### config.mk
export PLATFORM = sky130hd
export DESIGN_NAME = aesl_deadlock_detector_flat
export DESIGN_NICKNAME = d
export VERILOG_FILES = /design/src/rtl/aesl_deadlock_detector_if.sv /design/src/rtl/aesl_deadlock_detector.sv /design/src/flat_wrapper.sv
export SDC_FILE = /design/constraint.sdc
export NUM_CORES = 1
export LEC_CHECK = 0
export BUFFER_PORTS_ARGS = -buffer_cell sky130_fd_sc_hd__buf_2
export CAP_MARGIN = 0
export CORE_MARGIN = 2
export CORE_UTILIZATION = 31
export CTS_CLUSTER_DIAMETER = 100
export CTS_CLUSTER_SIZE = 12
export DETAILED_ROUTE_END_ITERATION = 12
export PLACE_DENSITY = 0.56
export SLEW_MARGIN = 5
export SYNTH_ARGS = -nofsm -noshare
export SYNTH_HDL_FRONTEND = slang
export SYNTH_SLANG_ARGS = --single-unit
### constraint.sdc
create_clock -name clock -period 5.1 [get_ports clock]
set_input_delay 0.51 -clock clock [delete_from_list [all_inputs] [get_ports clock]]
set_output_delay 0.51 -clock clock [all_outputs]
set_load 0.05 [all_outputs]
### src/rtl/aesl_deadlock_detector_if.sv
// aesl_deadlock_detector_if: monitor inputs and deadlock report handshake for aesl_deadlock_detector.
interface aesl_deadlock_detector_if #(
  parameter int N_MON = 4,
  parameter int IDX_W = (N_MON > 1) ? $clog2(N_MON) : 1,
  parameter int CNT_W = 32
);
  logic [N_MON-1:0] mon_block;
  logic             progress;
  logic             dl_valid;
  logic             dl_ready;
  logic [N_MON-1:0] dl_mask;
  logic [IDX_W-1:0] dl_first_idx;
  logic [CNT_W-1:0] dl_cycles;
  logic             deadlock;
  logic             watching;
  modport master (
    output mon_block, progress, dl_ready,
    input  dl_valid, dl_mask, dl_first_idx, dl_cycles, deadlock, watching
  );
  modport slave (
    input  mon_block, progress, dl_ready,
    output dl_valid, dl_mask, dl_first_idx, dl_cycles, deadlock, watching
  );
endinterface

### src/rtl/aesl_deadlock_detector.sv
// aesl_deadlock_detector: flags TIMEOUT consecutive blocked, no-progress cycles and reports once.
// Define AESL_DEADLOCK_TIMESTAMP_EN to build the cycle counter behind dl_cycles.
module aesl_deadlock_detector #(
  parameter int N_MON   = 4,
  parameter int TIMEOUT = 1000,
  parameter int IDX_W   = (N_MON > 1) ? $clog2(N_MON) : 1,
  parameter int CNT_W   = 32
) (
  input logic clock,
  input logic reset,
  aesl_deadlock_detector_if.slave bus
);
  typedef enum logic [1:0] {IDLE, WATCH, REPORT, HALTED} state_t;
  localparam logic [CNT_W-1:0] LAST = CNT_W'(TIMEOUT - 1);
  state_t           state_q, state_d;
  logic [CNT_W-1:0] cnt_q, cnt_d;
  logic [N_MON-1:0] mask_q, mask_d;
  logic [IDX_W-1:0] idx_q, idx_d, low_idx;
  logic             blk, hit;
  assign blk = |bus.mon_block & ~bus.progress;
  always_comb begin
    low_idx = '0;
    for (int i = N_MON - 1; i >= 0; i--) low_idx = bus.mon_block[i] ? IDX_W'(i) : low_idx;
  end
  // the counter saturates at TIMEOUT-1; the transition to REPORT replaces the final increment
  always_comb begin
    state_d = state_q;
    cnt_d   = cnt_q;
    mask_d  = mask_q;
    idx_d   = idx_q;
    hit     = 1'b0;
    case (state_q)
      IDLE: if (blk) begin
        hit     = (TIMEOUT == 1);
        state_d = hit ? REPORT : WATCH;
        cnt_d   = hit ? '0 : CNT_W'(1);
        mask_d  = bus.mon_block;
        idx_d   = low_idx;
      end
      WATCH: if (blk) begin
        hit     = (cnt_q == LAST);
        state_d = hit ? REPORT : WATCH;
        cnt_d   = hit ? cnt_q : cnt_q + CNT_W'(1);
        mask_d  = mask_q | bus.mon_block;
      end else begin
        state_d = IDLE;
        cnt_d   = '0;
        mask_d  = '0;
      end
      REPORT: state_d = bus.dl_ready ? HALTED : REPORT;
      default: ;
    endcase
  end
  always_ff @(posedge clock) begin
    if (reset) begin
      state_q <= IDLE;
      cnt_q   <= '0;
      mask_q  <= '0;
      idx_q   <= '0;
    end else begin
      state_q <= state_d;
      cnt_q   <= cnt_d;
      mask_q  <= mask_d;
      idx_q   <= idx_d;
    end
  end
`ifdef AESL_DEADLOCK_TIMESTAMP_EN
  logic [CNT_W-1:0] cyc_q, cyc_d, stamp_q, stamp_d;
  always_comb begin
    cyc_d   = cyc_q + CNT_W'(1);
    stamp_d = hit ? cyc_q : stamp_q;
  end
  always_ff @(posedge clock) begin
    cyc_q   <= reset ? '0 : cyc_d;
    stamp_q <= reset ? '0 : stamp_d;
  end
  assign bus.dl_cycles = stamp_q;
`else
  assign bus.dl_cycles = '0;
`endif
  assign bus.dl_valid     = (state_q == REPORT);
  assign bus.deadlock     = (state_q == HALTED);
  assign bus.watching     = (cnt_q != '0);
  assign bus.dl_mask      = mask_q;
  assign bus.dl_first_idx = idx_q;
endmodule

### src/flat_wrapper.sv
// flat-port wrapper written by rule: the top's interface ports become plain ports
module aesl_deadlock_detector_flat 
#(
  parameter int N_MON   = 4,
  parameter int TIMEOUT = 1000,
  parameter int IDX_W   = (N_MON > 1) ? $clog2(N_MON) : 1,
  parameter int CNT_W   = 32
)
  (clock, reset, bus_mon_block, bus_progress, bus_dl_ready, bus_dl_valid, bus_dl_mask, bus_dl_first_idx, bus_dl_cycles, bus_deadlock, bus_watching);
  aesl_deadlock_detector_if #(.N_MON(N_MON), .IDX_W(IDX_W), .CNT_W(CNT_W)) bus_i ();
  input logic clock;
  input logic reset;
  input wire logic [$bits(bus_i.mon_block)-1:0] bus_mon_block;
  input wire logic [$bits(bus_i.progress)-1:0] bus_progress;
  input wire logic [$bits(bus_i.dl_ready)-1:0] bus_dl_ready;
  output wire logic [$bits(bus_i.dl_valid)-1:0] bus_dl_valid;
  output wire logic [$bits(bus_i.dl_mask)-1:0] bus_dl_mask;
  output wire logic [$bits(bus_i.dl_first_idx)-1:0] bus_dl_first_idx;
  output wire logic [$bits(bus_i.dl_cycles)-1:0] bus_dl_cycles;
  output wire logic [$bits(bus_i.deadlock)-1:0] bus_deadlock;
  output wire logic [$bits(bus_i.watching)-1:0] bus_watching;
  assign bus_i.mon_block = bus_mon_block;
  assign bus_i.progress = bus_progress;
  assign bus_i.dl_ready = bus_dl_ready;
  assign bus_dl_valid = bus_i.dl_valid;
  assign bus_dl_mask = bus_i.dl_mask;
  assign bus_dl_first_idx = bus_i.dl_first_idx;
  assign bus_dl_cycles = bus_i.dl_cycles;
  assign bus_deadlock = bus_i.deadlock;
  assign bus_watching = bus_i.watching;
  aesl_deadlock_detector #(.N_MON(N_MON), .TIMEOUT(TIMEOUT), .IDX_W(IDX_W), .CNT_W(CNT_W)) u_core (.clock(clock), .reset(reset), .bus(bus_i));
endmodule
==> impl_summary.txt <==
----------------------------------------------------
[Run status]
  Status ... complete, no violations

[GRT]
  Maximum number of pins on one net before global-route repair ... 19
  GRT Util Overall ... 0.138
  GRT Residual Overflow ... 0
  Global-route wire length before repair ... 11.1 mm
  Antenna violations before repair ... 0
  Via count of the first global-routing pass ... 2280

[Setup path]
  Critical path data required time ... roughly 5.3 ns
  Critical path arrival ... 3.36 ns
  Category of the most critical setup path ... reg -> reg
  Crit-path max FO ... 17
  Endpoint kind of the worst setup timing path ... register
  Worst Setup Start Kind ... register

[Final layout]
  Post-route cell area ... 2870 µm²
  Area Overhead vs Synth ... 5.17%
  ANT cells ... 0
  Layout Nets ... approximately 370
  Filler-free cell count of the finished design ... between 400 and 500
  Share of final-layout standard cells stronger than drive strength 1 ... 0.130

[Flow run]
  Max_cap viols ... 0

[Floorplan]
  Core outline area ... between 8000 and 9000 µm²
  Effective utilization at floorplan ... 0.316
  Overall die height ... about 100 µm
  Die ar. ... 9580 µm²
  Total I/O pin count ... ~50
  Total number of placement rows ... 34
  Width of the die ... around 100 µm

[Route]
  Routed metal-1 wirelength ... between 2 and 3 mm
  DRC violations left ... 0
  Detail Route met2 WL ... ~3.0 mm
  Count of nets left with antenna violations after detail routing ... 0
  Top layer in use ... met4
  Met3 Routed Length ... 332 µm
  Number of detailed-route iterations in the first pass ... 5
  Number of design-rule violations left by the first detailed-router iteration ... about 220
  Via total after detailed routing ... 2457
  Post-DR vias/cell ... about 5.3
  Average routed wire per standard cell ... roughly 14 µm
  Final Routed Wirelength ... roughly 6.5 mm

[Placement]
  Pre-CTS setup slack ... approximately 2 ns
  Port bufs ... 16
  Placer's final routability congestion estimate ... approximately 0.9
  Post-Place Cell Area ... between 2000 and 3000 µm²
  Cell count after placement ... between 400 and 500
  Post-DP HPWL ... ~4.7 mm

[Timing]
  Hold violation count in the final report ... 0
  Maximum clock frequency ... around 320 MHz
  Final critical delay including setup and external delays ... ~3.1 ns
  Final setup margin ... between 1.5 and 2 ns
  Setup TNS after final layout ... 0 ns
  Normalized max-slew margin ... 0.359
  Final clock period utilization by the worst path ... 0.613
  Post-route clock skew ... between 0.005 and 0.006 ns
  Slew at the pin closest to its max-slew limit ... around 0.96 ns
  Max Transition Viols Final ... 0
  Finish-stage setup viols ... 0
  Unrepaired setup endpoints after global routing ... no

[Yosys]
  Number of storage elements in the synthesis netlist ... 40
  Synth Area per Inst ... approximately 8 µm²
  Yosys warnings ... 0
  Syn Inst Count ... between 300 and 400
  Leading post-synthesis cells by instance count ... sky130_fd_sc_hd__dfxtp_1, sky130_fd_sc_hd__buf_4, sky130_fd_sc_hd__nand2_1, sky130_fd_sc_hd__nand3_1, sky130_fd_sc_hd__nor2_1
  Area share of the leading cell type in the synthesized netlist ... 0.293
  Most used flip-flop cell after synthesis ... sky130_fd_sc_hd__dfxtp_1
  Library cell occupying the most area in the post-synthesis netlist ... sky130_fd_sc_hd__dfxtp_1
  Number of flops mapped to enable cells by yosys ... 0
  Post-Syn Area ... ~2700 µm²
  Cell with the most instances after synthesis ... sky130_fd_sc_hd__dfxtp_1
  Biggest area contributors in the synthesized netlist ... sky130_fd_sc_hd__dfxtp_1, sky130_fd_sc_hd__buf_4, sky130_fd_sc_hd__nand3_1, sky130_fd_sc_hd__nand2_1, sky130_fd_sc_hd__a21oi_1
  Seq/Total Area, Yosys ... 0.293
  Fraction of registers with async set/reset ... 0
  Number of distinct standard cells referenced by the synthesized netlist ... 62

[Clocking]
  Cell at the root of the clock tree ... sky130_fd_sc_hd__clkbuf_8
  Number of buffers inserted during clock tree synthesis ... 5
  Post-CTS setup buffers ... 0
  Largest buffer count on any clock path ... 2
  Clock latency on the worst-skew pair ... approximately 0.30 ns
  CTS hold repair buffers ... 0
  Clock sink count ... 40
  Clock tree from TritonCTS ... yes
  Total of cells resized after clock tree synthesis ... 0
  H-Tree Level Count ... 2
  Clock-pin slew on the worst setup and hold paths ... around 0.08 ns

[Worst hold path]
  Hold crit path type ... reg -> reg

[Power and ir drop]
  Peak supply drop ... ~0.000095 V
  Total Power Consumption ... between 700 and 800 µW
  Power per standard cell area ... between 200 and 300 nW/µm²
  Static Leak ... approximately 0.0011 µW

----------------------------------------------------
-- cell type report --
class                           count  area [µm²]
Timing Repair Buffer               17        87.6
Tap cell                          108         135
Sequential cell                    40         801
Clock inverter                      1        30.0
Clock buffer                        7        96.3
Inverter                           10        37.5
Fill cell                         900        5760
Multi-Input combinational cell    279        1690
-- path summary, 6_finish.rpt --
kind / slack, ns / cells after the start / endpoint / start
worst min-delay path: 0.45 / 2 / u_core.bus.dl_first_idx[0]$_SDFFE_PP0P_ / u_core.bus.dl_first_idx[0]$_SDFFE_PP0P_
worst max-delay path: 1.98 / 7 / u_core.cnt_q[24]$_SDFFE_PP0P_ / u_core.state_q[1]$_SDFFE_PP0P_
worst max register to register: 1.98 / 7 / u_core.cnt_q[24]$_SDFFE_PP0P_ / u_core.state_q[1]$_SDFFE_PP0P_
worst min register to register: 0.45 / 2 / u_core.bus.dl_first_idx[0]$_SDFFE_PP0P_ / u_core.bus.dl_first_idx[0]$_SDFFE_PP0P_
-- metrics by stage --
step / hold WS (ns) / util
floorplan: 0.459 / -
global placement: 0.439 / 0.318
detailed placement: 0.440 / 0.318
CTS: 0.452 / 0.333
global route: 0.482 / 0.333
finish: 0.450 / 0.333
-- where the power goes --
group | total [µW] | leakage (µW) | switching (µW) | internal (µW)
registers | 326 | 0.000324 | 7.53 | 319
logic | 157 | 0.000683 | 126 | 30.7
clock network | 291 | 0.0000645 | 118 | 173
-- cell usage in the layout, fill, tap and decap left out, drive strengths merged, types with 4 or more instances in the layout --
master	count
nand2b	6
mux2i	4
nor3	10
o211ai	4
nand3	26
nor4	13
a31oi	14
nand2	31
nand4	13
and3	11
inv	10
or4	5
buf	17
o21ai	12
clkbuf	7
ha	6
dfxtp	40
nor2	25
conb	32
a21oi	24
-- logic make-up after synthesis --
family,Yosys count,synth area share
buffers and inverters,55,0.132
DFF,40,0.293
muxes,4,0.0147
adders and majority gates,6,0.0275
and+or+nand+nor,161,0.328
AOI/OAI and AO/OA,76,0.203
other,1,0.00137
-- registers in the layout, indices dropped and copies added, names as in the netlist --
signal	cells
u_core.state_q	2
u_core.bus.dl_first_idx	2
u_core.bus.dl_mask	4
u_core.cnt_q	32
-- per-layer routing --
layer  global-route usage  up-vias
met5                    0        -
met4               0.0566        0
met3               0.0236       16
met2                0.222       72
met1                0.182     1146
li1                     -     1223
-- worst max-delay path: stages (launching register included) --
cell and delay [ns]:
sky130_fd_sc_hd__dfxtp_1 0.33, sky130_fd_sc_hd__inv_1 0.10, sky130_fd_sc_hd__ha_1 0.36, sky130_fd_sc_hd__nor2b_1 0.22, sky130_fd_sc_hd__nand3_1 0.52, sky130_fd_sc_hd__a21oi_1 0.97, sky130_fd_sc_hd__a41oi_1 0.33, sky130_fd_sc_hd__a31oi_4 0.22
No activity file was read; power rests on OpenSTA's default activity.
